**config.mk**
```make
export PLATFORM = sky130hd
export DESIGN_NAME = if_fetch_unit
export DESIGN_NICKNAME = d
export VERILOG_FILES = /design/src/rtl/if_fetch_unit.sv
export SDC_FILE = /design/constraint.sdc
export NUM_CORES = 1
export LEC_CHECK = 0
export ABC_CLOCK_PERIOD_IN_PS = 2100
export BUFFER_PORTS_ARGS = -buffer_cell sky130_fd_sc_hd__buf_4
export CAP_MARGIN = 20
export CELL_PAD_IN_SITES_DETAIL_PLACEMENT = 1
export CELL_PAD_IN_SITES_GLOBAL_PLACEMENT = 1
export CORE_ASPECT_RATIO = 1.75
export CORE_MARGIN = 3
export CORE_UTILIZATION = 34
export CTS_CLUSTER_SIZE = 40
export DETAILED_ROUTE_END_ITERATION = 8
export GPL_ROUTABILITY_DRIVEN = 0
export GPL_TIMING_DRIVEN = 0
export PLACE_DENSITY_LB_ADDON = 0.12
export SETUP_SLACK_MARGIN = 0.2
export SYNTH_ARGS = -nofsm -noshare
export SYNTH_HDL_FRONTEND = slang
export SYNTH_SLANG_ARGS = --single-unit
```
**constraint.sdc**
```tcl
create_clock -name clk -period 2.1 [get_ports clk]
set_input_delay 0.105 -clock clk [delete_from_list [all_inputs] [get_ports clk]]
set_output_delay 0.105 -clock clk [all_outputs]
set_load 0.01 [all_outputs]
```
**src/rtl/if_fetch_unit.sv**
```systemverilog
// IF stage: owns the PC and issues one word fetch at a time over req/gnt/rvalid. IF/ID is valid one cycle after rvalid.
// Backpressure: a stall holds IF/ID, and a response that arrives during the stall waits in a 1-entry buffer.
module if_fetch_unit #(
  parameter logic [31:0] RESET_PC = 32'h0000_0000,
  parameter logic [31:0] NOP_INST = 32'h0000_0013
) (
  input  logic        clk,
  input  logic        reset,
  output logic        imem_req,
  output logic [31:0] imem_addr,
  input  logic        imem_gnt,
  input  logic        imem_rvalid,
  input  logic [31:0] imem_rdata,
  input  logic        redirect,
  input  logic [31:0] redirect_pc,
  input  logic        stall,
  output logic        if_valid,
  output logic [31:0] if_inst,
  output logic [31:0] if_pc,
  output logic [31:0] if_pc_plus4,
  output logic        if_misalign
);

  localparam logic [1:0] IDLE = 2'd0;
  localparam logic [1:0] REQ  = 2'd1;
  localparam logic [1:0] WAIT = 2'd2;
  localparam logic [1:0] HOLD = 2'd3;

  logic [1:0]  state;
  logic [31:0] pc;
  logic        drop;
  logic [31:0] hold_buf;

  logic        load_rsp;
  logic        load_buf;
  logic        load_en;
  logic [31:0] load_dat;

  assign imem_req  = (state == REQ);
  assign imem_addr = pc;

  // A response goes straight to IF/ID when decode can take it; otherwise it parks in hold_buf.
  always_comb begin
    load_rsp = 1'b0;
    load_buf = 1'b0;
    if (!redirect) begin
      load_rsp = (state == WAIT) && imem_rvalid && !drop && (!if_valid || !stall);
      load_buf = (state == HOLD) && !stall;
    end
    load_en  = load_rsp || load_buf;
    load_dat = load_buf ? hold_buf : imem_rdata;
  end

  always_ff @(posedge clk) begin
    if (!reset) begin
      state       <= IDLE;
      pc          <= RESET_PC;
      drop        <= 1'b0;
      hold_buf    <= 32'd0;
      if_valid    <= 1'b0;
      if_inst     <= NOP_INST;
      if_pc       <= 32'd0;
      if_pc_plus4 <= 32'd4;
      if_misalign <= 1'b0;
    end else begin
      if_misalign <= 1'b0;
      if (redirect) begin
        pc          <= {redirect_pc[31:2], 2'b00};
        if_valid    <= 1'b0;
        if_inst     <= NOP_INST;
        if_misalign <= |redirect_pc[1:0];
        case (state)
          REQ: begin
            if (imem_gnt) begin
              state <= WAIT;
              drop  <= 1'b1;
            end else begin
              state <= REQ;
            end
          end
          WAIT: begin
            if (imem_rvalid) begin
              state <= REQ;
              drop  <= 1'b0;
            end else begin
              drop  <= 1'b1;
            end
          end
          default: state <= REQ;
        endcase
      end else begin
        case (state)
          IDLE: state <= REQ;
          REQ: begin
            if (imem_gnt) state <= WAIT;
          end
          WAIT: begin
            if (imem_rvalid) begin
              if (drop) begin
                // Stale response from before a redirect; pc already holds the target.
                drop  <= 1'b0;
                state <= REQ;
              end else if (load_rsp) begin
                state <= REQ;
              end else begin
                hold_buf <= imem_rdata;
                state    <= HOLD;
              end
            end
          end
          HOLD: begin
            if (!stall) state <= REQ;
          end
          default: state <= IDLE;
        endcase

        if (load_en) begin
          if_valid    <= 1'b1;
          if_inst     <= load_dat;
          if_pc       <= pc;
          if_pc_plus4 <= pc + 32'd4;
          pc          <= pc + 32'd4;
        end else if (if_valid && !stall) begin
          if_valid <= 1'b0;
          if_inst  <= NOP_INST;
        end
      end
    end
  end

endmodule

```
Word level (Yosys, flattened, before mapping):

Index checks and enable logic that the tools add are counted.

* bits in registers: 165
* latch bits: 0
* memory bits (writable): 0
* memory bits (read-only): 0
* input bits: 70
* output and inout bits: 131
* logic and storage cells: 70
* memories kept: 0

* $add $sub $neg: 1
* multipliers: 0
* divide/modulo/power cells: 0
* magnitude comparators: 0
* equality and inequality tests: 7
* shift-type cells: 0
* mux-type cells: 25
* bitwise logic cells: 4
* reductions and logical operators: 23

Operators by type and width (count)
* $mux 32: 5
* $add 32x3->32 const B: 1
* $mux 2: 8
* $reduce_bool 2->1: 5
* $mux 1: 9
* $pmux 2 s4: 1
* $ne 3x3->1 const B: 2
* $logic_and 1x1->1: 5
* $reduce_and 5->1: 1
* $eq 2x2->1 const B: 2
* $not 1->1: 4
* $pmux 2 s2: 1
* $reduce_and 2->1: 2
* $reduce_and 4->1: 1
* $reduce_or 2->1: 2
* $logic_not 1->1: 3
* $ne 3x1->1 const B: 1
* $reduce_and 3->1: 1
* $eq 2x1->1 const B: 1
* $logic_not 2->1: 1
* $logic_or 1x1->1: 2
* $ne 2x2->1 const B: 1
* $pmux 1 s2: 1

Logic depth before layout (Yosys ltp):

Gate-level depths: netlist (run 1).

* depth after elaboration: 10
* mapped depth: 9

Worst setup path before layout (run 1):

Ideal clock, no wire load.

* path kind: register to register
* start: register pc[3], in the netlist imem_addr[3]
* end: register pc[24], in the netlist imem_addr[24]
* arrival: 2.088 ns
* data required time: 1.983 ns
* setup slack: -0.105 ns
* stages on the path, launching flop included: 8
* path buffers: 1
* cell sequence: dfxtp_1 ha_1 nand3_4 or4_4 buf_6 nor4_1 xor2_1 a22o_1

* cells in the longest elaborated chain, start to end: 3

Ends and longest elaborated chain
* start, declared: line 30 `logic [31:0] pc;`
* start signal, assigned: line 68 `pc <= {redirect_pc[31:2], 2'b00};`
* start signal, assigned: line 122 `pc <= pc + 32'd4;`
* $add 32x3->32: line 122
* $mux 32: line 117 `if (load_en) begin`
* $mux 32: line 67 `if (redirect) begin`

Every way passes these cells. The select of a mux whose other input is x is not followed.
A chain may end at the register's enable or synchronous reset.

Worst setup path in the final report (run 1):

* start: register pc[2], in the netlist imem_addr[2]
* end: register pc[28], in the netlist imem_addr[28]

Same word-level chain as after synthesis.

==> metrics.txt, run 1 <==
num rows=69; Post-synth EDFFs=0; Peak VDD IR=0.5247 mV; CP max-delay cell=or4_4; cell accounting for the most synthesized area=dfxtp_1; count leader, synth=nand2_1; boundary pin count=201; first-pass GRT wire length=44.71 mm; global-route met1 utilization=24.64%; largest family of logic cells by synthesized area=simple AND/OR/NAND/NOR gates; share of the synthesized area in the top cell type=45.32%; routed vias=7912; wire per inst=20.59 um; period utilization=97.04%; Tot Pwr=7.251 mW; mapped cell area=7024 sq um; DRC Markers=0; worst hold path class=primary input to flop; Leakage=4.542 nW; Root Driver=clkbuf_16; post-synthesis compound-gate area fraction=19.13%; Finish-stage setup viols=0; hold depth=4; Non-Filler Instances=1495; worst reg2reg path startpoint=imem_addr[2]; Synth Area in Simple Gates=24.30%; Worst Path Arrival=2340 ps; initial DRC count=388; TritonRoute pass-1 iters=5; Tightest Pin Transition=891.5 ps; Net Sw Power=1.895 mW; r2r setup slk=60 ps; Slew Viols, Final=0; final critical-path required period=2038 ps; # nets final=1309; initial antenna violation count=1; XOR/XNOR Fraction of Synth Area=4.613%; Setup Crit Path Kind=flop to flop; CP max stage delay=540 ps; I/O Buffers=192; ys flop type=dfxtp_1; critical path required time=2400 ps; layout cells sized above 1=33.31%; crit path capture type=flop; Maximum Capacitance Violations=0; combinational fraction of design power=14.3%; clock transition at the registers of the reported paths=70 ps; vias in the first global route=8205; Die Span Y=196.1 um; most frequent cells after synthesis=nand2_1, dfxtp_1, a21oi_1; Setup WS pre-CTS=-518.9 ps; RSZ-0062 raised after global routing=true; clock buffer depth=2; Overall Global Routing Usage=25.72%; proportion of synthesized area in mux cells=0%; placed instance area=8861 sq um; via/cell ratio=5.292; mean area per synthesized cell=7.910 sq um; sequential share of power=44.3%; post-DP HPWL=21.09 mm; Overflow after GRT=0; sequential area share after synthesis=45.32%; Synth Instances=888; Reg-to-Reg End=imem_addr[28]; H-tree levels=4; total wire length=30.78 mm; sw frac=26.14%; final worst slack=62.18 ps; pin count of the biggest net entering global routing=17; fmax=490.7 MHz; Yosys reg bits=159; Clk network pwr share=41.4%; PwrDens=645.3 nW/um^2; Clock Sink Count=159; Reg2Reg Depth=8; final hold viol count=0; met2 Use GR=50.94%; Worst Hold End=imem_addr[30]; Slew HR=40.34%; Die Width=114.7 um; Hold Crit Start=redirect_pc[30]; full die area=22490 sq um; CTS tree=built; nature of the critical path startpoint=flop; adder-cell share of the synthesized area=0.8906%; CP cell instances=ha_4 > nand3_4 > or4_4 > buf_12 > buf_4 > nor4_4 > a211o_1 > a31oi_1; Crit Path Max Fanout=3; post-synth cell types=55; skew final=9.267 ps; status=finished clean; dpl cells=1333; internal power=5.356 mW; Ys Warns=0; effective utilization at floorplan=34.62%; met3 Usage GRT=5.617%; Core Area=20290 sq um; CTS buffer count=17; top post-synthesis cells by area=dfxtp_1, nand2_1, a21oi_1; GR peak layer=met2; setup_tns=0 ps; Routed Antenna Nets=0; layout overhead on the synthesized area=59.96%; fin area=11240 sq um; asr flop ratio synth=0%; worst skew pair latency=440 ps
[flip-flops by register name, summed over array words and instances, names as in the netlist]
signal / count
if_pc: 30
state: 2
drop: 1
if_misalign: 1
imem_addr: 30
if_valid: 1
if_pc_plus4: 30
if_inst: 32
hold_buf: 32
[critical path: cells and delay by family (launching register included)]
family,cells,cell delay (ps)
AO/OA/AOI/OAI,2,240
adder cells (fa/ha/maj),1,150
buffers and inverters,2,290
flip-flops,1,360
AND/OR/NAND/NOR,3,840
[cell usage in the layout, fill, tap and decap left out, types with 5 or more instances in the layout]
| cell type | n |
|---|---|
| xor2_1 | 16 |
| o21ai_0 | 34 |
| nand2_2 | 7 |
| clkbuf_2 | 12 |
| conb_1 | 6 |
| nand3_1 | 47 |
| buf_4 | 257 |
| dfxtp_2 | 13 |
| a22o_1 | 6 |
| a31oi_1 | 11 |
| xnor2_1 | 16 |
| nand3_4 | 6 |
| nand4_1 | 13 |
| nand3b_1 | 5 |
| a21oi_1 | 99 |
| dfxtp_1 | 139 |
| nor4_4 | 9 |
| dlygate4sd3_1 | 63 |
| clkbuf_1 | 32 |
| o211ai_1 | 6 |
| clkbuf_8 | 9 |
| dfxtp_4 | 7 |
| nand2_1 | 187 |
| a311oi_1 | 30 |
| inv_1 | 10 |
| a211oi_1 | 12 |
| clkbuf_16 | 17 |
| buf_6 | 25 |
| nor2_1 | 58 |
[area by class of cell]
cell class                 instances  area (sq um)
sequential                       159          3226
timing repair buffer             322          2646
tap                              248         310.3
antenna                            1         2.502
clock buffer                      25         495.5
buffer                            83         600.6
fill                            2385          9052
multi-input combinational        640          3856
inverter                          11         41.29
clock inverter                     6         57.56
[worst max path at each step]
stage / slack, ps / start / end
2_1_floorplan: 160 / imem_addr[3] / imem_addr[24]
3_3_place_gp: -530 / state[0] / if_pc[12]
3_5_place_dp: -520 / state[0] / if_pc[12]
4_1_cts: 80 / imem_addr[2] / imem_addr[28]
5_1_grt: -20 / imem_addr[2] / imem_addr[24]
6_report: 60 / imem_addr[2] / imem_addr[28]
[power by group through the flow]
stage	Combinational [mW]	Clock, mW	Sequential [mW]
after floorplan	0.362	0	3.27
after global placement	0.786	0	3.26
after detailed placement	0.796	0	3.26
after CTS	0.965	3.04	3.20
after global routing	1.12	3.17	3.22
final	1.04	3.00	3.21
[per-stage QoR]
step | hold WS, ps | utilization, %
floorplan | 214.8 | -
global placement | 299.7 | 43.68
detailed placement | 308.6 | 43.68
CTS | 5.372 | 52.49
global route | 37.61 | 55.38
finish | 12.25 | 55.38
[routing by layer]
layer	vias up	part of all wire, %
li1	3767	-
met1	3843	35
met2	233	57
met3	69	4.7
met4	0	3.9
met5	-	0
[cell families (layout without fill, tap and decap cells)]
| logic type | Yosys count | in the layout |
|---|---|---|
| AND/OR/NAND/NOR | 372 | 372 |
| AO/OA/AOI/OAI | 220 | 220 |
| flip-flops | 159 | 159 |
| buffers and inverters | 94 | 447 |
| XOR/XNOR | 37 | 37 |
| adder cells (fa/ha/maj) | 5 | 5 |
| other | 1 | 7 |
[timing repair]
action / in CTS / in global routing
endpoints found under the setup margin: 154 / 122
gates resized for setup: 104 / 99
hold buffers: 63 / 0
hold endpoints to repair: 94 / 0
setup buffers: 31 / 35
gates cloned: 0 / 1
pin swaps: 22 / 45
No activity file was read; power rests on OpenSTA's default activity.
==> run 2: changes to the inputs <==
- ABC_CLOCK_PERIOD_IN_PS: 2100 -> 2450
- CORE_UTILIZATION: 34 -> 40
- clock period: 2.1 -> 2.45 ns (I/O delays scaled with it)
==> run 2 against run 1 <==
Against the previous run: global-route usage rose by 3.2 points; routed wire length fell by 7.0%; critical path depth down 1; worst setup slack better by 200 ps; register-to-register slack improved by 200 ps; worst hold slack got worse by 1.5 ps; design area down 9.9%; sequential cell count unchanged; critical endpoint is now if_pc_plus4[9].
==> metrics.txt, run 2 (synthesis results as in run 1) <==
H-tree levels=4 (unchanged); CP max-delay cell=dfxtp_1 (was or4_4); DRC Markers=0 (unchanged); wire per inst=20.34 um (was 20.59 um); # nets final=1243 (was 1309); Slew HR=40.71% (was 40.34%); Tot Pwr=6.075 mW (was 7.251 mW); fmax=457.0 MHz (was 490.7 MHz); Clk network pwr share=42.1% (was 41.4%); commonest non-fill, non-tap cell in the layout=buf_4 (unchanged); DR WL met3=1.421 mm (was 1.461 mm); Leakage=4.004 nW (was 4.542 nW); setup_tns=0 ps (unchanged); CP cell instances=ha_1 > and4bb_2 > a21o_2 > clkbuf_4 > clkbuf_4 > nor2_1 > a211oi_1 (was ha_4 > nand3_4 > or4_4 > buf_12 > buf_4 > nor4_4 > a211o_1 > a31oi_1); met1 wire length=10.09 mm (was 10.71 mm); Die Width=106.2 um (was 114.7 um); Clock Sink Count=159 (unchanged); final hold viol count=0 (unchanged); CTS tree=built (unchanged); crit path capture type=flop (unchanged); CTS buffer count=17 (unchanged); combinational fraction of design power=12.8% (was 14.3%); initial antenna violation count=0 (was 1); worst skew pair latency=420 ps (was 440 ps); period utilization=89.31% (was 97.04%); layout cells sized above 1=24.92% (was 33.31%); I/O Buffers=192 (unchanged); Net Sw Power=1.656 mW (was 1.895 mW); CP max stage delay=400 ps (was 540 ps); routed vias=7779 (was 7912); Setup Crit Path Kind=flop to flop (unchanged); largest registers=hold_buf: 32 flops, if_inst: 32 flops (unchanged); Tightest Pin Transition=886.1 ps (was 891.5 ps); post-DP HPWL=19.92 mm (was 21.09 mm); Overflow after GRT=0 (unchanged); layout overhead on the synthesized area=44.05% (was 59.96%); pin count of the biggest net entering global routing=17 (unchanged); Die Span Y=181.3 um (was 196.1 um); RSZ-0062 raised after global routing=false (was true); full die area=19250 sq um (was 22490 sq um); sequential share of power=45.1% (was 44.3%); final critical-path required period=2188 ps (was 2038 ps); post-layout util=59.15% (was 55.38%); skew final=9.363 ps (was 9.267 ps); vias in the first global route=8201 (was 8205); Core Area=17110 sq um (was 20290 sq um); Root Driver=clkbuf_16 (unchanged); diode count=0 (was 1); top sig layer=met4 (unchanged); initial DRC count=269 (was 388); Overall Global Routing Usage=28.96% (was 25.72%); Met2 Wirelength=16.02 mm (was 17.42 mm); Maximum Capacitance Violations=0 (unchanged); Routed Antenna Nets=0 (unchanged); area of the multi-input gates=3581 sq um (was 3856 sq um); num rows=63 (was 69); Slew Viols, Final=0 (unchanged); register area=3192 sq um (was 3226 sq um); worst hold path class=primary input to flop (unchanged); Fill cells=2129 (was 2385); via/cell ratio=5.529 (was 5.292); first-pass GRT wire length=44.38 mm (was 44.71 mm); Crit Path Max Fanout=10 (was 3); critical path required time=2770 ps (was 2400 ps); crit-path most repeated cell=clkbuf_4; nature of the critical path startpoint=flop (unchanged); PwrDens=600.4 nW/um^2 (was 645.3 nW/um^2); effective utilization at floorplan=41.07% (was 34.62%); commonest cells after routing, fill and taps aside=buf_4, nand2_1, dfxtp_1, a21oi_1, nor2_1 (was buf_4, nand2_1, dfxtp_1, a21oi_1, dlygate4sd3_1); Worst Path Arrival=2510 ps (was 2340 ps); total wire length=28.62 mm (was 30.78 mm); status=finished clean (unchanged); clock transition at the registers of the reported paths=70 ps (about the same); Peak VDD IR=0.4346 mV (was 0.5247 mV); Finish-stage setup viols=0 (unchanged); boundary pin count=201 (unchanged); sw frac=27.25% (was 26.14%); clock buffer depth=2 (unchanged); internal power=4.419 mW (was 5.356 mW); TritonRoute pass-1 iters=4 (was 5)
-- run 2: power groups by stage --
| stage | Sequential, mW | Clock [mW] | Combinational [mW] |
|---|---|---|---|
| floorplan | 2.80 | 0 | 0.306 |
| global placement | 2.79 | 0 | 0.654 |
| detailed placement | 2.79 | 0 | 0.666 |
| CTS | 2.74 | 2.58 | 0.757 |
| global route | 2.75 | 2.70 | 0.836 |
| finish | 2.74 | 2.56 | 0.777 |
-- run 2: worst paths after layout --
| kind | start | end | slack, ps | depth (start not counted) |
|---|---|---|---|---|
| worst max register to register | state[1] | if_pc_plus4[9] | 260 | 7 |
| worst min register to register | if_pc[17] | if_pc[17] | 450 | 2 |
| worst min-delay path | redirect_pc[6] | imem_addr[6] | 10 | 3 |
| worst max-delay path | state[1] | if_pc_plus4[9] | 260 | 7 |
-- run 2: stage by stage --
| step | hold WS (ps) | cell area (sq um) | worst slack [ps] | instances |
|---|---|---|---|---|
| finish | 10.74 | 10120 | 261.8 | 1407 |
| global route | 20.06 | 10120 | 186.8 | 1407 |
| CTS | 2.602 | 10020 | 136.9 | 1402 |
| detailed placement | 326.8 | 8768 | -216.9 | 1312 |
| global placement | 316.5 | 8768 | -189.7 | 1312 |
| floorplan | 232.3 | 7043 | 245.2 | 893 |
-- run 2: layout make-up --
cell class	count	area share (%)
buffer	83	4.081
clock buffer	19	4.278
clock inverter	12	1.113
inverter	11	0.4081
multi-input combinational	640	35.39
sequential	159	31.54
tap	227	2.807
timing repair buffer	256	20.38
-- run 2: worst max-delay path, delay by kind of cell, from the launching register on --
kind	cells	cell delay [ps]
simple gates	2	410
flops	1	400
buf+inv	2	520
compound gates	2	490
fa+ha+maj	1	270
-- run 2: timing repair --
| item | CTS | global route |
|---|---|---|
| gates resized for setup | 38 | 22 |
| buffers inserted | 3 | 5 |
| pin swaps | 1 | 5 |
| endpoints found under the setup margin | 115 | 108 |
| hold endpoints to repair | 83 | 0 |
| hold buffers | 56 | 0 |
-- run 2: metal layers --
| layer | vias to the layer above | GRT usage (%) |
|---|---|---|
| met3 | 75 | 6.149 |
| li1 | 3634 | - |
| met2 | 274 | 55.80 |
| met4 | 0 | 12.55 |
| met1 | 3796 | 29.11 |
| met5 | - | 0 |
